### src/rtl/iter_alu.sv
// Clocked ALU with valid/ready handshake: single-cycle logic/arith ops plus
// iterative shift-add multiply and restoring divide/remainder over WIDTH steps.
module iter_alu #(
    parameter int WIDTH = 32,
    parameter int SHW   = $clog2(WIDTH)
) (
    input  logic             clk,
    input  logic             rst_n,
    input  logic             in_valid,
    output logic             in_ready,
    input  logic [WIDTH-1:0] A,
    input  logic [WIDTH-1:0] B,
    input  logic [3:0]       ALU_Control,
    output logic             out_valid,
    input  logic             out_ready,
    output logic [WIDTH-1:0] ALU_Result,
    output logic             zero,
    output logic             div_by_zero
);

    typedef enum logic [1:0] {
        IDLE,
        CALC,
        DONE
    } state_t;

    typedef enum logic [3:0] {
        OP_AND   = 4'b0000,
        OP_OR    = 4'b0001,
        OP_XOR   = 4'b0010,
        OP_SRA   = 4'b0011,
        OP_SLL   = 4'b0100,
        OP_SUB   = 4'b0101,
        OP_ADD   = 4'b0110,
        OP_SLTU  = 4'b0111,
        OP_EQ    = 4'b1000,
        OP_LTU   = 4'b1001,
        OP_RSV0  = 4'b1010,
        OP_RSV1  = 4'b1011,
        OP_PASSB = 4'b1100,
        OP_MUL   = 4'b1101,
        OP_DIVU  = 4'b1110,
        OP_REMU  = 4'b1111
    } op_t;

    state_t           state;
    state_t           state_next;
    op_t              op_in;
    op_t              op_r;
    logic [WIDTH-1:0] acc;
    logic [WIDTH-1:0] opa;
    logic [WIDTH-1:0] opb;
    logic [SHW-1:0]   cnt;
    logic             fire;
    logic             is_iter;
    logic             is_div;
    logic             last_step;
    logic [WIDTH-1:0] sc_result;
    logic             sc_zero;
    logic [WIDTH-1:0] step_acc;
    logic [WIDTH-1:0] step_opa;
    logic [WIDTH-1:0] step_opb;
    logic [WIDTH:0]   rem_shift;
    logic [WIDTH:0]   rem_diff;
    logic [WIDTH-1:0] iter_result;

    assign op_in     = op_t'(ALU_Control);
    assign fire      = in_valid && in_ready;
    assign is_iter   = op_in inside {OP_MUL, OP_DIVU, OP_REMU};
    assign is_div    = op_in inside {OP_DIVU, OP_REMU};
    assign last_step = (cnt == SHW'(WIDTH - 1));

    always_ff @(posedge clk) begin
        if (!rst_n) begin
            state <= IDLE;
        end else begin
            state <= state_next;
        end
    end

    always_comb begin
        state_next = state;
        in_ready   = 1'b0;
        out_valid  = 1'b0;
        case (state)
            IDLE: begin
                in_ready = 1'b1;
                if (in_valid) begin
                    state_next = is_iter ? CALC : DONE;
                end
            end
            CALC: begin
                if (last_step) begin
                    state_next = DONE;
                end
            end
            DONE: begin
                out_valid = 1'b1;
                if (out_ready) begin
                    state_next = IDLE;
                end
            end
            default: state_next = IDLE;
        endcase
    end

    always_comb begin
        sc_result = '0;
        case (op_in)
            OP_AND:   sc_result = A & B;
            OP_OR:    sc_result = A | B;
            OP_XOR:   sc_result = A ^ B;
            OP_SRA:   sc_result = $signed(A) >>> B[SHW-1:0];
            OP_SLL:   sc_result = A << B[SHW-1:0];
            OP_SUB:   sc_result = A - B;
            OP_ADD:   sc_result = A + B;
            OP_SLTU:  sc_result = {{(WIDTH-1){1'b0}}, (A < B)};
            OP_PASSB: sc_result = B;
            default:  sc_result = '0;
        endcase
        sc_zero = (sc_result == '0);
        if (op_in == OP_EQ) begin
            sc_zero = (A == B);
        end else if (op_in == OP_LTU) begin
            sc_zero = (A < B);
        end
    end

    // MUL: acc=product, opa=multiplicand, opb=multiplier.
    // DIVU/REMU: acc=partial remainder, opa=dividend shifting out / quotient shifting in, opb=divisor.
    // A zero divisor never borrows, so the quotient fills with ones and the remainder rebuilds A.
    always_comb begin
        rem_shift = {acc, opa[WIDTH-1]};
        rem_diff  = rem_shift - {1'b0, opb};
        step_acc  = acc;
        step_opa  = opa;
        step_opb  = opb;
        if (op_r == OP_MUL) begin
            step_acc = opb[0] ? (acc + opa) : acc;
            step_opa = opa << 1;
            step_opb = opb >> 1;
        end else if (!rem_diff[WIDTH]) begin
            step_acc = rem_diff[WIDTH-1:0];
            step_opa = {opa[WIDTH-2:0], 1'b1};
        end else begin
            step_acc = rem_shift[WIDTH-1:0];
            step_opa = {opa[WIDTH-2:0], 1'b0};
        end
        iter_result = (op_r == OP_DIVU) ? step_opa : step_acc;
    end

    always_ff @(posedge clk) begin
        if (!rst_n) begin
            op_r        <= OP_AND;
            acc         <= '0;
            opa         <= '0;
            opb         <= '0;
            cnt         <= '0;
            ALU_Result  <= '0;
            zero        <= 1'b0;
            div_by_zero <= 1'b0;
        end else if (fire) begin
            op_r        <= op_in;
            cnt         <= '0;
            div_by_zero <= is_div && (B == '0);
            if (is_iter) begin
                acc <= '0;
                opa <= A;
                opb <= B;
            end else begin
                ALU_Result <= sc_result;
                zero       <= sc_zero;
            end
        end else if (state == CALC) begin
            acc <= step_acc;
            opa <= step_opa;
            opb <= step_opb;
            cnt <= cnt + SHW'(1);
            if (last_step) begin
                ALU_Result <= iter_result;
                zero       <= (iter_result == '0);
            end
        end
    end

endmodule
### config.mk
export PLATFORM = sky130hd
export DESIGN_NAME = iter_alu
export DESIGN_NICKNAME = d
export VERILOG_FILES = /design/src/rtl/iter_alu.sv
export SDC_FILE = /design/constraint.sdc
export NUM_CORES = 1
export LEC_CHECK = 0
export ABC_CLOCK_PERIOD_IN_PS = 10600
export BUFFER_PORTS_ARGS = -buffer_cell sky130_fd_sc_hd__clkbuf_2
export CAP_MARGIN = 30
export CORE_MARGIN = 10
export CORE_UTILIZATION = 35
export CTS_CLUSTER_DIAMETER = 50
export DETAILED_ROUTE_END_ITERATION = 10
export PLACE_DENSITY = 0.56
export SYNTH_ARGS = -nofsm -noshare
export SYNTH_HDL_FRONTEND = slang
export SYNTH_SLANG_ARGS = --single-unit
### constraint.sdc
create_clock -name clk -period 10.6 [get_ports clk]
set_input_delay 0.53 -clock clk [delete_from_list [all_inputs] [get_ports clk]]
set_output_delay 0.53 -clock clk [all_outputs]
set_load 0.05 [all_outputs]
# After elaboration in Yosys (flattened, before gate mapping)
# Cells that the tools add are included.
[word_totals] regBits=141 out_inout_bits=36 elab_cells=96 input_bits=72
[op_classes] n_lt_le_gt_ge=1 bitwise=4 shifts=2 addsub=5 n_mux=34 n_reduce_logical=17 n_eq_ne=24
[ops] op="32-bit 2-to-1 mux" n=18
[ops] op="32-bit one-hot mux with 9 select lines" n=1
[ops] op="32-bit zero test" n=3
[ops] op="32-bit adder" n=2
[ops] op="33-bit by 32-bit subtractor with 33-bit output" n=1
[ops] op="32-bit bitwise AND" n=1
[ops] op="32-bit == test" n=1
[ops] op="4-bit == test (second input constant)" n=8
[ops] op="32-bit < comparator" n=1
[ops] op="32-bit bitwise OR" n=1
[ops] op="32-bit by 5-bit << shifter with 32-bit output" n=1
[ops] op="32-bit by 5-bit >>> shifter with 32-bit output" n=1
[ops] op="32-bit subtractor" n=1
[ops] op="32-bit bitwise XOR" n=1
[ops] op="4-bit by 3-bit == test with 1-bit output (second input constant)" n=4
[ops] op="1-bit 2-to-1 mux" n=10
[ops] op="3-bit AND reduction" n=3
[ops] op="4-bit by 2-bit == test with 1-bit output (second input constant)" n=2
[ops] op="2-bit 2-to-1 mux" n=4
[ops] op="2-bit != test (second input constant)" n=4
[ops] op="2-bit nonzero test" n=4
[ops] op="2-bit one-hot mux with 3 select lines" n=1
[ops] op="5-bit by 1-bit adder with 5-bit output (second input constant)" n=1
[ops] op="5-bit == test (second input constant)" n=1
[ops] op="other kinds (11)" n=12

# Logic depth before layout (Yosys ltp)
[logic_depth] ltp_word=8 ltp_mapped=20

# Worst setup path before layout
# Ideal clock, no wire load.
[synth_timing] path_kind="input-to-reg" from="in B[3]" to="reg zero" required_ns=10.476 arrival_ns=4.781 setup_ns=0.124 path_slack_ns=5.694 stages=19 cell_sequence="clkbuf_1 -> clkinv_1 -> clkbuf_1 -> buf_2 -> buf_1 -> clkbuf_1 -> ha_1 -> buf_2 -> or4_4 -> a211oi_2 -> nor2_1 -> o31ai_2 -> a31oi_1 -> or4_1 -> a21oi_1 -> nor2_1 -> and3_1 -> a31oi_1 -> o41ai_1"
[synth_via] elab_chain_cells=7 elab_cells_between_ends=15 cone_classes="add/sub (2); order compare (1); eq/ne (1); shift (2); mux (5); bitwise (3); reduce/logical (1)"
[synth_rtl] element="start: declaration" line_no="12" rtl="input logic [WIDTH-1:0] B,"
[synth_rtl] element="32-bit adder, or another cell as far along" line_no="116" rtl="OP_ADD: sc_result = A + B;"
[synth_rtl] element="32-bit one-hot mux with 9 select lines" line_no="109" rtl="case (op_in)"
[synth_rtl] element="32-bit zero test" line_no="121" rtl="sc_zero = (sc_result == '0);"
[synth_rtl] element="1-bit 2-to-1 mux" line_no="124" rtl="end else if (op_in == OP_LTU) begin"
[synth_rtl] element="1-bit 2-to-1 mux *" line_no="122" rtl="if (op_in == OP_EQ) begin"
[synth_rtl] element="1-bit 2-to-1 mux *" line_no="166" rtl="if (is_iter) begin"
[synth_rtl] element="1-bit 2-to-1 mux *" line_no="162" rtl="end else if (fire) begin"
[synth_rtl] element="end signal: assignment" line_no="172" rtl="zero <= sc_zero;"
[synth_rtl] element="end signal: assignment" line_no="181" rtl="zero <= (iter_result == '0);"
[synth_rtl] element="end: declaration" line_no="17" rtl="output logic zero,"
# Every way passes the cells marked *; elsewhere a longest branch is shown, timed or not. The select of a mux whose other input is x is not followed.
# A chain may end at the register's enable or synchronous reset.

# Final worst setup path
[layout_timing] from="reg opb[0]" to="reg zero"
[layout_via] elab_chain_cells=8 elab_cells_between_ends=11 cone_classes="add/sub (1); mux (9); reduce/logical (1)"
[layout_rtl] element="start: declaration" line_no="52" rtl="logic [WIDTH-1:0] opb;"
[layout_rtl] element="start signal: assignment" line_no="177" rtl="opb <= step_opb;"
[layout_rtl] element="33-bit by 32-bit subtractor with 33-bit output" line_no="134" rtl="rem_diff = rem_shift - {1'b0, opb};"
[layout_rtl] element="32-bit 2-to-1 mux or 1-bit 2-to-1 mux (tied branches)" line_no="142" rtl="end else if (!rem_diff[WIDTH]) begin"
[layout_rtl] element="32-bit 2-to-1 mux or 1-bit 2-to-1 mux (tied branches)" line_no="138" rtl="if (op_r == OP_MUL) begin"
[layout_rtl] element="32-bit 2-to-1 mux *" line_no="149" rtl="iter_result = (op_r == OP_DIVU) ? step_opa : step_acc;"
[layout_rtl] element="32-bit zero test *" line_no="181"
[layout_rtl] element="1-bit 2-to-1 mux *" line_no="179" rtl="if (last_step) begin"
[layout_rtl] element="1-bit 2-to-1 mux *" line_no="174" rtl="end else if (state == CALC) begin"
[layout_rtl] element="1-bit 2-to-1 mux *" line_no="162"
# Marked as above.

==> flow_metrics.env <==
export IMPL_dieArea_sq_um=70800
export IMPL_peakVddDrop_uv=87.8
export IMPL_clockBufferDepth=2
export IMPL_total_power_mw=2.66
export IMPL_total_leakage_power_nw=8.89
export IMPL_die_w_um=266
export IMPL_clkPwrFrac=0.222
export IMPL_cts_resized=0
export IMPL_ys_flop_type="dfxtp_1"
export IMPL_arrival_ps=5770
export IMPL_clk_pin_slew_worst_paths_ps=70
export IMPL_finalSetupViolCount=0
export IMPL_postCtsHoldBufs=0
export IMPL_intPower_mw=1.34
export IMPL_vias_per_cell=6.54
export IMPL_hp_class="in2reg"
export IMPL_clock_sinks=141
export IMPL_p_sw_frac=0.496
export IMPL_first_global_vias=22600
export IMPL_synth_cells=3002
export IMPL_grt_overflow=0
export IMPL_grt_max_degree=88
export IMPL_layout_drive_gt1_share=0.118
export IMPL_synth_seq_cells=141
export IMPL_synth_fp_nets=3241
export IMPL_rsz0062_at_grt="false"
export IMPL_fin_worst_skew_ps=14.6
export IMPL_drt_pass1_iter_count=8
export IMPL_grt_usage=0.290
export IMPL_hold_viol=0
export IMPL_tightest_slew_ps=1010
export IMPL_num_rows=90
export IMPL_async_reset_ff_frac=0
export IMPL_endpoint_kind="register"
export IMPL_p_switching_mw=1.32
export IMPL_cts_made_buffers=17
export IMPL_min_period_ps=5440
export IMPL_critPathRequiredTime_ps=10930
export IMPL_synth_edff_count=0
export IMPL_num_antenna_cells=0
export IMPL_slew_violations=0
export IMPL_grt_pass1_wl_um=156000
export IMPL_final_util=0.379
export IMPL_wire_per_inst_um=28.4
export IMPL_final_setup_worst_slack_ps=5160
export IMPL_powerDensity_nw_per_um2=117
export IMPL_power_frac_comb=0.550
export IMPL_synthToLayoutAreaGrowth_pct=7.47
export IMPL_antenna_left=0
export IMPL_cap_violations=0
export IMPL_io_pins=108
export IMPL_crit_type="reg2reg"
export IMPL_synth_area_per_cell_sq_um=7.06
export IMPL_die_height_um=266
export IMPL_hpwl_um=82800
export IMPL_synth_warnings=0
export IMPL_drc=0
export IMPL_antenna_found_initial=1
export IMPL_outcome="finished, final reports clean"
export IMPL_gp_congestion=1.01
export IMPL_yosysUniqueCellTypes=106
export IMPL_worstSkewPairLatency_ps=450
export IMPL_nets=3187
export IMPL_relSlewSlack=0.323
export IMPL_min_period_over_period=0.513
export IMPL_start_util=0.353
export IMPL_critPathLaunchType="register"
export IMPL_postRouteWirelength_um=106000
export IMPL_root_buffer="clkbuf_16"
export IMPL_max_clock_freq_ghz=0.184
export IMPL_pwr_share_seq=0.228
export IMPL_num_vias=24500
export IMPL_cts_tree="built"
export IMPL_pre_cts_ws_ps=4980
export IMPL_synth_area_sq_um=21200
export IMPL_fin_tns_setup_ps=0
export IMPL_synth_seq_area_share=0.133
export IMPL_htreeDepth=4
export IMPL_portBuffers=107
export IMPL_fp_coreArea_sq_um=60100
export IMPL_cts_setup_buffers=0
export IMPL_crit_fanout=63
export IMPL_drt_iter0_drc=3428
==> final cells by class <==
type,instances,area [sq um]
Sequential cell,141,2820
Timing Repair Buffer,158,953
Clock buffer,17,425
Fill cell,6531,37300
Multi-Input combinational cell,2484,16900
Inverter,146,551
Tap cell,782,978
Clock inverter,14,128
==> registers in the layout (all words and copies together), names as in the netlist <==
| register | count |
|---|---|
| ALU_Result | 32 |
| acc | 32 |
| opa | 32 |
| opb | 32 |
| cnt | 5 |
| op_r | 4 |
| state | 2 |
| div_by_zero | 1 |
| zero | 1 |
==> layout by cell type, fill, tap and decap left out, types with 18 or more instances in the layout <==
| master | Yosys | final |
|---|---|---|
| mux4_2 | 45 | 45 |
| nor4_1 | 31 | 30 |
| a211oi_1 | 61 | 61 |
| a221oi_1 | 22 | 22 |
| o21bai_1 | 18 | 18 |
| nand2_1 | 323 | 321 |
| nor2_1 | 319 | 319 |
| ha_1 | 163 | 163 |
| nor3_1 | 73 | 72 |
| a31oi_1 | 47 | 47 |
| inv_1 | 144 | 142 |
| mux2i_1 | 64 | 64 |
| dfxtp_1 | 141 | 140 |
| o211ai_1 | 120 | 120 |
| a21oi_1 | 241 | 239 |
| nand4_1 | 39 | 39 |
| nand3_1 | 70 | 70 |
| clkbuf_2 | 0 | 105 |
| a22oi_1 | 37 | 37 |
| or3_1 | 23 | 23 |
| o21a_1 | 22 | 22 |
| mux2_2 | 46 | 46 |
| a21o_1 | 36 | 36 |
| nor2b_1 | 36 | 35 |
| o21ai_0 | 224 | 223 |
| buf_4 | 4 | 48 |
| nand2b_1 | 37 | 37 |
| xor2_1 | 22 | 22 |
| xnor2_1 | 35 | 35 |
==> cells by family after synthesis <==
| logic type | count (synthesis) | synth area share |
|---|---|---|
| AO/OA/AOI/OAI | 1054 | 0.333 |
| AND/OR/NAND/NOR | 1049 | 0.233 |
| buffers and inverters | 377 | 0.0732 |
| adder cells (fa/ha/maj) | 167 | 0.100 |
| multiplexers | 157 | 0.105 |
| flip-flops | 141 | 0.133 |
| XOR/XNOR | 57 | 0.0235 |
==> per-layer routing <==
layer / vias up / global-route usage / routed length [um]
met5: - / 0 / 13
met4: 2 / 0.118 / 4720
met3: 215 / 0.0364 / 9210
met2: 1342 / 0.458 / 47400
met1: 11800 / 0.392 / 45000
li1: 11100 / - / -
==> worst paths after layout <==
check                      from            end  slack, ps  depth (start not counted)
setup / recovery         opb[0]           zero       5160                         16
hold / removal        out_ready       state[1]        350                          3
setup reg to reg         opb[0]           zero       5160                         16
hold reg to reg   ALU_Result[7]  ALU_Result[7]        460                          2
==> power groups by stage <==
stage          registers, mW  logic [mW]  clock network [mW]
2_1_floorplan          0.644       0.896                   0
3_3_place_gp           0.616        1.43                   0
3_5_place_dp           0.616        1.41                   0
4_1_cts                0.604        1.42               0.592
5_1_grt                0.608        1.54               0.614
6_report               0.605        1.46               0.589
==> worst max-delay path, stage by stage (launching register included) <==
cell	delay, ps
dfxtp_2	310
buf_4	540
ha_1	290
inv_1	60
fa_1	440
a211oi_2	310
nor3_2	110
o211ai_2	290
a21oi_1	200
o21ai_2	400
nand2_2	490
nand3_1	230
o211ai_1	190
or4b_1	640
nor4_1	330
o21bai_1	120
o41ai_1	370
==> per-stage QoR <==
stage	std cells	instance area [sq um]	hold slack (ps)
2_1_floorplan	3002	21200	441
3_3_place_gp	3706	22200	445
3_5_place_dp	3710	22200	448
4_1_cts	3741	22800	332
5_1_grt	3742	22800	361
6_report	3742	22800	345
==> cell usage after synthesis (all sizes together) (14+ instances only) <==
library cell	n	area, sq um
nand3	72	370
a22oi	37	278
nand4	40	256
a221oi	23	208
nor2	320	1200
clkbuf	169	634
a31oi	48	307
nand2	324	1220
or3	23	144
o221ai	18	164
inv	144	541
a21o	36	270
o21a	22	165
o21ai	232	1160
o21bai	18	135
mux2i	64	641
xnor2	35	307
nor3	76	402
dfxtp	141	2820
nand2b	37	231
ha	163	2040
a21oi	242	1220
xor2	22	193
nor2b	36	225
a211o	15	131
and2	15	93.8
o31a	14	123
buf	62	369
mux2	46	518
o211ai	121	913
nor4	31	194
o31ai	14	110
o22ai	16	100
mux4	47	1070
a211oi	64	495
Power figures use the tool's default switching activity.
